File: config.mk
export PLATFORM = sky130hd
export DESIGN_NAME = bc_buffer_ctrl
export DESIGN_NICKNAME = d
export VERILOG_FILES = /design/src/rtl/bc_buffer_ctrl.sv
export SDC_FILE = /design/constraint.sdc
export NUM_CORES = 1
export LEC_CHECK = 0
export CAP_MARGIN = 20
export CORE_MARGIN = 3
export CORE_UTILIZATION = 63
export DETAILED_ROUTE_END_ITERATION = 7
export DONT_BUFFER_PORTS = 1
export HOLD_SLACK_MARGIN = 0.02
export PLACE_DENSITY = 0.75
export SYNTH_ARGS = -nofsm -noshare
export SYNTH_HDL_FRONTEND = slang
export SYNTH_SLANG_ARGS = --single-unit
File: constraint.sdc
create_clock -name clk -period 3.8 [get_ports clk]
set_input_delay 0.76 -clock clk [delete_from_list [all_inputs] [get_ports clk]]
set_output_delay 0.76 -clock clk [all_outputs]
set_load 0.005 [all_outputs]
File: src/rtl/bc_buffer_ctrl.sv
// bc_buffer_ctrl: sequencing controller for the breadcrumb FIFO and the serializer/deserializer.
//   Write path : ctrl_valid/ctrl_ready handshake gated by FIFO full, write reset-busy and occupancy;
//                fifo_wr_en = ctrl_valid & ctrl_ready.
//   SER path   : avoid_req -> fifo_rd_en, one settle cycle, start_ser, wait serial_done (timeout).
//   DES path   : des_req -> start_des, wait parallel_rdy (timeout), then a to_ctrl_valid pulse.
//   Status     : ser_busy, des_busy, sticky err_timeout, occupancy (words held in the FIFO).
//   clk/rst    : single rising-edge clock, synchronous active-high reset.
module bc_buffer_ctrl #(
    parameter int unsigned DATA_W      = 16,
    parameter int unsigned DEPTH       = 512,
    parameter int unsigned SER_TIMEOUT = 64
) (
    input  logic                       clk,
    input  logic                       rst,
    input  logic                       ctrl_valid,
    output logic                       ctrl_ready,
    input  logic                       fifo_full,
    input  logic                       fifo_empty,
    input  logic                       wr_rst_busy,
    input  logic                       rd_rst_busy,
    output logic                       fifo_wr_en,
    output logic                       fifo_rd_en,
    input  logic                       avoid_req,
    output logic                       start_ser,
    input  logic                       serial_done,
    input  logic                       des_req,
    output logic                       start_des,
    input  logic                       parallel_rdy,
    output logic                       to_ctrl_valid,
    output logic                       ser_busy,
    output logic                       des_busy,
    output logic                       err_timeout,
    output logic [$clog2(DEPTH):0]     occupancy
);

    localparam int unsigned OccW = $clog2(DEPTH) + 1;
    localparam int unsigned TmrW = $clog2(SER_TIMEOUT + 1);

    // Elaboration-time parameter sanity; DATA_W is informational only.
    if (DATA_W == 0 || DEPTH == 0 || SER_TIMEOUT == 0) begin : g_bad_params
        $error("bc_buffer_ctrl: DATA_W, DEPTH and SER_TIMEOUT must be non-zero");
    end

    typedef enum logic [2:0] {
        S_IDLE   = 3'd0,
        S_RD     = 3'd1,
        S_SETTLE = 3'd2,
        S_START  = 3'd3,
        S_WAIT   = 3'd4
    } ser_state_e;

    typedef enum logic [1:0] {
        D_IDLE  = 2'd0,
        D_START = 2'd1,
        D_WAIT  = 2'd2
    } des_state_e;

    ser_state_e        ser_state_q, ser_state_d;
    des_state_e        des_state_q, des_state_d;
    logic [TmrW-1:0]   ser_tmr_q, ser_tmr_d, ser_cnt;
    logic [TmrW-1:0]   des_tmr_q, des_tmr_d, des_cnt;
    logic [OccW-1:0]   occ_q, occ_d;
    logic              ser_abort, des_abort, des_done;
    logic              rd_en_q, start_ser_q, ser_busy_q;
    logic              start_des_q, des_busy_q, to_ctrl_valid_q, err_q;

    // Write gating; the occupancy term keeps the counter bounded even if fifo_full lags.
    assign ctrl_ready = !rst && !fifo_full && !wr_rst_busy && (occ_q != OccW'(DEPTH));
    assign fifo_wr_en = ctrl_valid && ctrl_ready;

    // Read FSM next state; ser_cnt counts wait cycles including the current one.
    always_comb begin
        ser_state_d = ser_state_q;
        ser_tmr_d   = ser_tmr_q;
        ser_abort   = 1'b0;
        ser_cnt     = ser_tmr_q + TmrW'(1);
        unique case (ser_state_q)
            S_IDLE: begin
                if (avoid_req && !fifo_empty && !rd_rst_busy && (occ_q != '0)) begin
                    ser_state_d = S_RD;
                end
            end
            S_RD:     ser_state_d = S_SETTLE;
            S_SETTLE: ser_state_d = S_START;
            S_START: begin
                ser_tmr_d   = '0;
                ser_state_d = S_WAIT;
            end
            S_WAIT: begin
                if (serial_done) begin
                    ser_state_d = S_IDLE;
                end else if (ser_cnt == TmrW'(SER_TIMEOUT)) begin
                    ser_abort   = 1'b1;
                    ser_state_d = S_IDLE;
                end else begin
                    ser_tmr_d = ser_cnt;
                end
            end
            default: ser_state_d = S_IDLE;
        endcase
    end

    // Deserialize FSM next state; runs independently of the read FSM.
    always_comb begin
        des_state_d = des_state_q;
        des_tmr_d   = des_tmr_q;
        des_abort   = 1'b0;
        des_done    = 1'b0;
        des_cnt     = des_tmr_q + TmrW'(1);
        unique case (des_state_q)
            D_IDLE: begin
                if (des_req) begin
                    des_state_d = D_START;
                end
            end
            D_START: begin
                des_tmr_d   = '0;
                des_state_d = D_WAIT;
            end
            D_WAIT: begin
                if (parallel_rdy) begin
                    des_done    = 1'b1;
                    des_state_d = D_IDLE;
                end else if (des_cnt == TmrW'(SER_TIMEOUT)) begin
                    des_abort   = 1'b1;
                    des_state_d = D_IDLE;
                end else begin
                    des_tmr_d = des_cnt;
                end
            end
            default: des_state_d = D_IDLE;
        endcase
    end

    // Occupancy: a simultaneous write and read cancel out.
    always_comb begin
        occ_d = occ_q;
        unique case ({fifo_wr_en, rd_en_q})
            2'b10:   occ_d = occ_q + OccW'(1);
            2'b01:   occ_d = occ_q - OccW'(1);
            default: occ_d = occ_q;
        endcase
    end

    // State, timers and registered outputs (decoded from next state so they align with it).
    always_ff @(posedge clk) begin
        if (rst) begin
            ser_state_q     <= S_IDLE;
            des_state_q     <= D_IDLE;
            ser_tmr_q       <= '0;
            des_tmr_q       <= '0;
            occ_q           <= '0;
            rd_en_q         <= 1'b0;
            start_ser_q     <= 1'b0;
            ser_busy_q      <= 1'b0;
            start_des_q     <= 1'b0;
            des_busy_q      <= 1'b0;
            to_ctrl_valid_q <= 1'b0;
            err_q           <= 1'b0;
        end else begin
            ser_state_q     <= ser_state_d;
            des_state_q     <= des_state_d;
            ser_tmr_q       <= ser_tmr_d;
            des_tmr_q       <= des_tmr_d;
            occ_q           <= occ_d;
            rd_en_q         <= (ser_state_d == S_RD);
            start_ser_q     <= (ser_state_d == S_START);
            ser_busy_q      <= (ser_state_d != S_IDLE);
            start_des_q     <= (des_state_d == D_START);
            des_busy_q      <= (des_state_d != D_IDLE);
            to_ctrl_valid_q <= des_done;
            err_q           <= err_q || ser_abort || des_abort;
        end
    end

    assign fifo_rd_en    = rd_en_q;
    assign start_ser     = start_ser_q;
    assign ser_busy      = ser_busy_q;
    assign start_des     = start_des_q;
    assign des_busy      = des_busy_q;
    assign to_ctrl_valid = to_ctrl_valid_q;
    assign err_timeout   = err_q;
    assign occupancy     = occ_q;

endmodule

==> results.cfg, run 1 <==
[pwr]
switchingPower_uw = 155
total_power_density_per_cell_area_nw_per_um2 = 287
power.share.switching = 0.241
leakage_power_figure_uw = 0.000822
total_internal_power_uw = 489
power.sequential.fraction = 0.609
vdd_drop_max_mv = 0.207
power_frac_comb = 0.054
share_clk_of_total_power = 0.338

[critical_path]
max_stage_delay_ps = 640
crit_buf_inv = 0
critPathTopFamily = simple AND/OR/NAND/NOR gates
rr_worst_depth = 11
timing.critical_path.mode_cell = sky130_fd_sc_hd__ha_1
critPathSlowestCell = sky130_fd_sc_hd__or4b_2
critPathArrivalTime_ps = 3850
timing.setup.critical_path_class = reg -> reg
worstPathCellList = nor4_1, nand4_1, and2_1, nand2_1, ha_1, ha_1, a21oi_1, o21ai_0, or4b_2, o21a_1, nand3_1
timing.critical_path.from_type = flip-flop
critical_path_cell_count = 11
crit_path_max_fanout = 13
critPathCaptureType = flip-flop
cp_data_required_time_ps = 4080

[placed_design]
post-dp-hpwl_microns = 3220
placed_cell_area_sq_um = 2180
io_buffers = 0
gpl_congestion = 0.974
post-place-cells = 283

[clock_tree]
numClockSinks = 36
cts-htree-levels = 2
clk_root_buffer_cell = sky130_fd_sc_hd__clkbuf_4
post_cts_resize_count = 0
clk_pin_slew_worst_paths_ps = 110
cts_hold_repair.buffers = 0
cts.path.max_buffers = 2
cts_buffers = 5
insertion_delay_ps = 330
tritoncts = done
post_cts.repair.setup_buffers = 0

[synth]
synth_fp_nets = 269
synthesis.instances = 246
syn-mean-instance-area_sq_um = 8.83
yosysUniqueCellTypes = 62
synth_top_flop_cell = sky130_fd_sc_hd__dfxtp_1
synth-seq-cells = 36
netlist_area_sq_um = 2170
ys_seq_area_frac = 0.332
asyncSetResetFlopFracSynth = 0
number_of_enable_type_register_cells_in_the_synthesized_netlist = 0
ys_warnings = 0

[cells_and_area]
final_area_sq_um = 2240
antenna_cells_inserted = 0
design.final.nets = 269
post_route_cells_drive_above_1_share = 0.105
fillerInstances = 276
area_delta_synth_final_pct = 3.34
number_of_standard_cells_in_the_final_layout_excluding_fillers = 291
layout.core_utilization = 0.706

[sta]
max-slew-margin-rel = 0.632
min_period_over_period = 0.940
final.setup.tns_ps = 0
worst_pin_slew_ps = 546
finalWorstPathRequiredPeriod_ps = 3570
drv_slew = 0
grt_setup_unrepaired = no
timing.final.setup_violations = 0
finalHoldViolCount = 0
clock_skew_ps = 5.20
max_freq_mhz = 280

[global_route]
grt_pass1_vias = 1775
global_route.overflow_total = 0
grt_first_pass_wirelength_microns = 8050
antenna_found_initial = 0
gr-usage-all-layers = 0.240
grt_max_degree = 47

[die]
num_rows = 20
core_area_sq_um = 3180
i_o_pin_count = 30
initial_core_util = 0.683
die-width_microns = 64.7
design.die.area_sq_um = 4190
fp.dieH_microns = 64.7

[min_path]
whs_path_depth = 1
worst_hold_path_type = in -> reg

[drt]
remaining_drc_errors = 0
routed_via_density = 6.50
routedWlPerCell_microns = 15.2
drt_first_iter_violations = 165
drt.antenna.violating_nets = 0
num_vias = 1892
drt_wl_total_microns = 4430
detail_route.first_pass.iterations = 4

[flow_run]
max_cap_violations = 0

[status]
run_status = finished clean
[flip-flops by register name, indices dropped and copies added (netlist names)]
signal and count:
start_des 1, des_state_q 2, ser_tmr_q 7, err_timeout 1, occupancy 10, fifo_rd_en 1
des_tmr_q 7, des_busy 1, start_ser 1, ser_state_q 3, to_ctrl_valid 1, ser_busy 1
[worst reg2reg max path: cells and delay by family, from the launching register on]
kind | cells | cell delay [ps]
compound gates | 3 | 540
flops | 1 | 410
fa+ha+maj | 2 | 880
simple gates | 6 | 1690
[routing by layer]
| layer | wire length [microns] | GRT usage | vias up |
|---|---|---|---|
| met5 | 0 | 0 | - |
| met4 | 38 | 0.0554 | 0 |
| met3 | 193 | 0.0711 | 5 |
| met2 | 2140 | 0.384 | 39 |
| met1 | 2060 | 0.316 | 908 |
| li1 | - | - | 940 |
[Yosys cell counts (all sizes together) (4+ instances only)]
master | instances | area share
dfxtp | 36 | 0.33
nand2 | 18 | 0.032
nor2 | 17 | 0.029
a21oi | 16 | 0.037
o21ai | 13 | 0.030
nand3 | 12 | 0.028
ha | 11 | 0.063
nor3 | 9 | 0.021
inv | 6 | 0.010
nor4 | 6 | 0.017
and2 | 5 | 0.014
o21a | 5 | 0.017
or4 | 5 | 0.017
xnor2 | 5 | 0.020
a211oi | 4 | 0.014
and3 | 4 | 0.012
buf | 4 | 0.013
clkbuf | 4 | 0.012
o311ai | 4 | 0.026
or2 | 4 | 0.012
or3 | 4 | 0.012
[stage by stage]
stage / hold slack, ps / setup WS, ps / total power (uW)
final: 485 / 227 / 644
after global placement: 486 / 422 / 433
after floorplan: 476 / 500 / 435
after detailed placement: 507 / 322 / 435
after CTS: 468 / 281 / 652
after global routing: 439 / 11.0 / 679
[cell families after synthesis]
| logic type | Yosys count | synth area share |
|---|---|---|
| DFF | 36 | 0.332 |
| buffers and inverters | 14 | 0.0346 |
| AOI/OAI and AO/OA | 66 | 0.228 |
| xor gates and xnor gates | 8 | 0.0323 |
| adders and majority gates | 12 | 0.0726 |
| muxes | 3 | 0.0144 |
| and+or+nand+nor | 107 | 0.287 |
[cell type report]
| class | count | area, sq um | share of cell area |
|---|---|---|---|
| clock buffers | 7 | 55.1 | 0.0245 |
| clock inverters | 1 | 7.51 | 0.00334 |
| inverters | 6 | 22.5 | 0.0100 |
| multi-input cells | 196 | 1380 | 0.613 |
| flip-flops and latches | 36 | 721 | 0.321 |
| well taps | 44 | 55.1 | 0.0245 |
| repair buffers | 1 | 7.51 | 0.00334 |
[path summary, 6_finish.rpt]
kind / from / to / slack (ps)
worst max-delay path: occupancy[0] / occupancy[9] / 230
worst min-delay path: rst / ser_tmr_q[1] / 490
worst max register to register: occupancy[0] / occupancy[9] / 230
worst min register to register: ser_tmr_q[1] / ser_tmr_q[1] / 520
[power groups by stage]
stage	Clock, uW	Combinational, uW	Sequential (uW)
floorplan	0	36.5	398
global placement	0	32.6	400
detailed placement	0	34.0	401
CTS	226	34.1	392
global route	246	39.5	393
finish	218	34.6	392
[placed cells by master, fill, tap and decap left out, types with 3 or more instances in the layout]
| master | count |
|---|---|
| sky130_fd_sc_hd__xnor2_1 | 5 |
| sky130_fd_sc_hd__nand3_1 | 12 |
| sky130_fd_sc_hd__o21ai_0 | 12 |
| sky130_fd_sc_hd__xor2_1 | 3 |
| sky130_fd_sc_hd__o311ai_2 | 3 |
| sky130_fd_sc_hd__clkbuf_4 | 5 |
| sky130_fd_sc_hd__o21a_1 | 5 |
| sky130_fd_sc_hd__inv_1 | 6 |
| sky130_fd_sc_hd__a211oi_1 | 4 |
| sky130_fd_sc_hd__or3_1 | 4 |
| sky130_fd_sc_hd__nor4_1 | 6 |
| sky130_fd_sc_hd__nand2_1 | 17 |
| sky130_fd_sc_hd__a21o_1 | 3 |
| sky130_fd_sc_hd__and3_1 | 4 |
| sky130_fd_sc_hd__or2_2 | 4 |
| sky130_fd_sc_hd__or4_1 | 5 |
| sky130_fd_sc_hd__nor2_1 | 17 |
| sky130_fd_sc_hd__nand2b_1 | 3 |
| sky130_fd_sc_hd__nor3_1 | 9 |
| sky130_fd_sc_hd__dfxtp_1 | 36 |
| sky130_fd_sc_hd__a21oi_1 | 16 |
| sky130_fd_sc_hd__and2_1 | 5 |
| sky130_fd_sc_hd__ha_1 | 11 |
| sky130_fd_sc_hd__nand4b_1 | 3 |
(Power assumes the default switching activity.)
==> run 2, diff against run 1 <==
- ABC_CLOCK_PERIOD_IN_PS: unset -> 3800
- CTS_CLUSTER_SIZE: unset -> 30
==> results of run 2 <==
Same layout as run 1: the final DEF is identical, and so are final timing and power.
==> run 3, diff against run 2 <==
- ABC_AREA: unset -> 1
- CORE_MARGIN: 3 -> 1
==> run 3 against run 2 <==
Against the previous run:
- count of clock-buffer cells in the layout up 1
- cell count up 19%
- register-to-register slack better by 740 ps
- sequential power up 3%
- utilization down 0.91 points
- largest power group unchanged
==> results.cfg, run 3 <==
[status]
run_status = finished clean

[clock_tree]
insertion_delay_ps = 340
post_cts.repair.setup_buffers = 0
clk_pin_slew_worst_paths_ps = 90
numClockSinks = 36
cts-htree-levels = 2
cts_buffers = 5
post_cts_resize_count = 0
tritoncts = done
cts_hold_repair.buffers = 0
cts.path.max_buffers = 2
clk_root_buffer_cell = sky130_fd_sc_hd__clkbuf_4

[critical_path]
timing.critical_path.mode_cell = sky130_fd_sc_hd__nand2_1
cp_data_required_time_ps = 4040
max_stage_delay_ps = 420
critPathSlowestCell = sky130_fd_sc_hd__ha_1
crit_buf_inv = 2
worstPathCellList = nor2_1, nand3_1, nor2_1, nand3_1, nand2_1, inv_1, nand2_1, ha_1, ha_1, a21oi_1, nand2_1, a21oi_1, o21ai_0, nand2_1, nand3_1, nand2_1, inv_1
critPathTopFamily = simple AND/OR/NAND/NOR gates
r2r_start = occupancy[0]
critPathArrivalTime_ps = 3080
cp-startpoint = occupancy[0]
timing.critical_path.from_type = flip-flop
crit_path_max_fanout = 10
critPathCaptureType = flip-flop
worst-r2r-setup-slack_ps = 960
timing.setup.critical_path_class = reg -> reg

[die]
die-width_microns = 60
fp.dieH_microns = 60
num_rows = 20
design.die.area_sq_um = 3600
initial_core_util = 0.678
core_area_sq_um = 3130
i_o_pin_count = 30

[min_path]
hold_path_startpoint = des_state_q[0]
worst_hold_path_type = reg -> reg

[synth]
yosys-top-cells-area = sky130_fd_sc_hd__dfxtp_1, sky130_fd_sc_hd__nand2_1, sky130_fd_sc_hd__nand3_1
ys_seq_area_frac = 0.340
syn-mean-instance-area_sq_um = 7.09
netlist_area_sq_um = 2120
ys_top_cells_by_count = sky130_fd_sc_hd__nand2_1, sky130_fd_sc_hd__inv_1, sky130_fd_sc_hd__nand3_1, sky130_fd_sc_hd__dfxtp_1, sky130_fd_sc_hd__a21oi_1
number_of_enable_type_register_cells_in_the_synthesized_netlist = 0
ys_warnings = 0
synth.top_cell.area_share = 0.340
synth_top_flop_cell = sky130_fd_sc_hd__dfxtp_1
yosysMostFrequentCell = sky130_fd_sc_hd__nand2_1
synth_fp_nets = 322
synth-seq-cells = 36
yosys.area.top_type = sky130_fd_sc_hd__dfxtp_1
yosysUniqueCellTypes = 29
synthesis.instances = 299
asyncSetResetFlopFracSynth = 0

[drt]
drt_first_iter_violations = 166
remaining_drc_errors = 0
num_vias = 1881
routedWlPerCell_microns = 12.3
drt.antenna.violating_nets = 0
drt_wl_total_microns = 4230
routed_via_density = 5.45
detail_route.first_pass.iterations = 4

[pwr]
leakage_power_figure_uw = 0.00106
vdd_drop_max_mv = 0.212
total_power_density_per_cell_area_nw_per_um2 = 315
share_clk_of_total_power = 0.307
report.power.total_uw = 687
power.sequential.fraction = 0.589
total_internal_power_uw = 508
power.share.switching = 0.260
switchingPower_uw = 178
power_frac_comb = 0.105

[global_route]
antenna_found_initial = 0
global_route.overflow_total = 0
gr-usage-all-layers = 0.265
grt_first_pass_wirelength_microns = 7110
grt_pass1_vias = 1633
grt_max_degree = 28

[sta]
timing.final.setup_violations = 0
max_freq_mhz = 352
finalWorstPathRequiredPeriod_ps = 2840
worst_pin_slew_ps = 646
min_period_over_period = 0.747
final.setup.tns_ps = 0
grt_setup_unrepaired = no
finalHoldViolCount = 0
clock_skew_ps = 6.93
timing.hold.ws_ps = 447
drv_slew = 0
max-slew-margin-rel = 0.568

[cells_and_area]
layout.core_utilization = 0.697
post_route_cells_drive_above_1_share = 0.0598
fillerInstances = 283
area_delta_synth_final_pct = 2.89
most-common-layout-cells = sky130_fd_sc_hd__nand2_1, sky130_fd_sc_hd__inv_1, sky130_fd_sc_hd__nand3_1
design.final.nets = 323
most_common_cell_after_layout_fill_and_taps_aside = sky130_fd_sc_hd__nand2_1
largest_register_ff_count = 10
antenna_cells_inserted = 0

[placed_design]
io_buffers = 0
gpl_congestion = 0.890
post-dp-hpwl_microns = 3140

[flow_run]
max_cap_violations = 0
## run 3: routing by layer
layer | part of all wire | track usage | up-vias
li1 | - | - | 994
met1 | 0.49 | 0.357 | 839
met2 | 0.43 | 0.405 | 42
met3 | 0.066 | 0.0844 | 6
met4 | 0.011 | 0.0731 | 0
met5 | 0 | 0 | -
## run 3: area by class of cell
class                      count  area [sq um]  area share
multi-input combinational    216          1190       0.547
sequential                    36           721       0.330
inverter                      41           154      0.0706
clock buffer                   8          58.8      0.0270
tap                           44          55.1      0.0252
## run 3: logic make-up (layout without fill, tap and decap cells)
group / Yosys count / after routing / share of synthesized area
adder cells (fa/ha/maj): 12 / 12 / 0.0744
AND/OR/NAND/NOR: 143 / 143 / 0.323
buffers and inverters: 47 / 49 / 0.0974
XOR/XNOR: 6 / 6 / 0.0248
flip-flops: 36 / 36 / 0.340
AO/OA/AOI/OAI: 55 / 55 / 0.140
## run 3: stage by stage
step	area (sq um)	instances	worst slack, ps
floorplan	2120	299	1040
global placement	2120	337	903
detailed placement	2120	337	818
CTS	2180	345	981
global route	2180	345	661
finish	2180	345	962
## run 3: final timing paths
check	to	depth (start not counted)
worst max-delay path	occupancy[7]	17
worst min-delay path	start_des	1
worst max register to register	occupancy[7]	17
worst min register to register	start_des	1
## run 3: power by group through the flow
stage / clock network [uW] / registers, uW / logic (uW)
floorplan: 0 / 409 / 64.6
global placement: 0 / 413 / 69.4
detailed placement: 0 / 413 / 71.2
CTS: 217 / 404 / 71.6
global route: 234 / 407 / 82.5
finish: 211 / 404 / 72.0
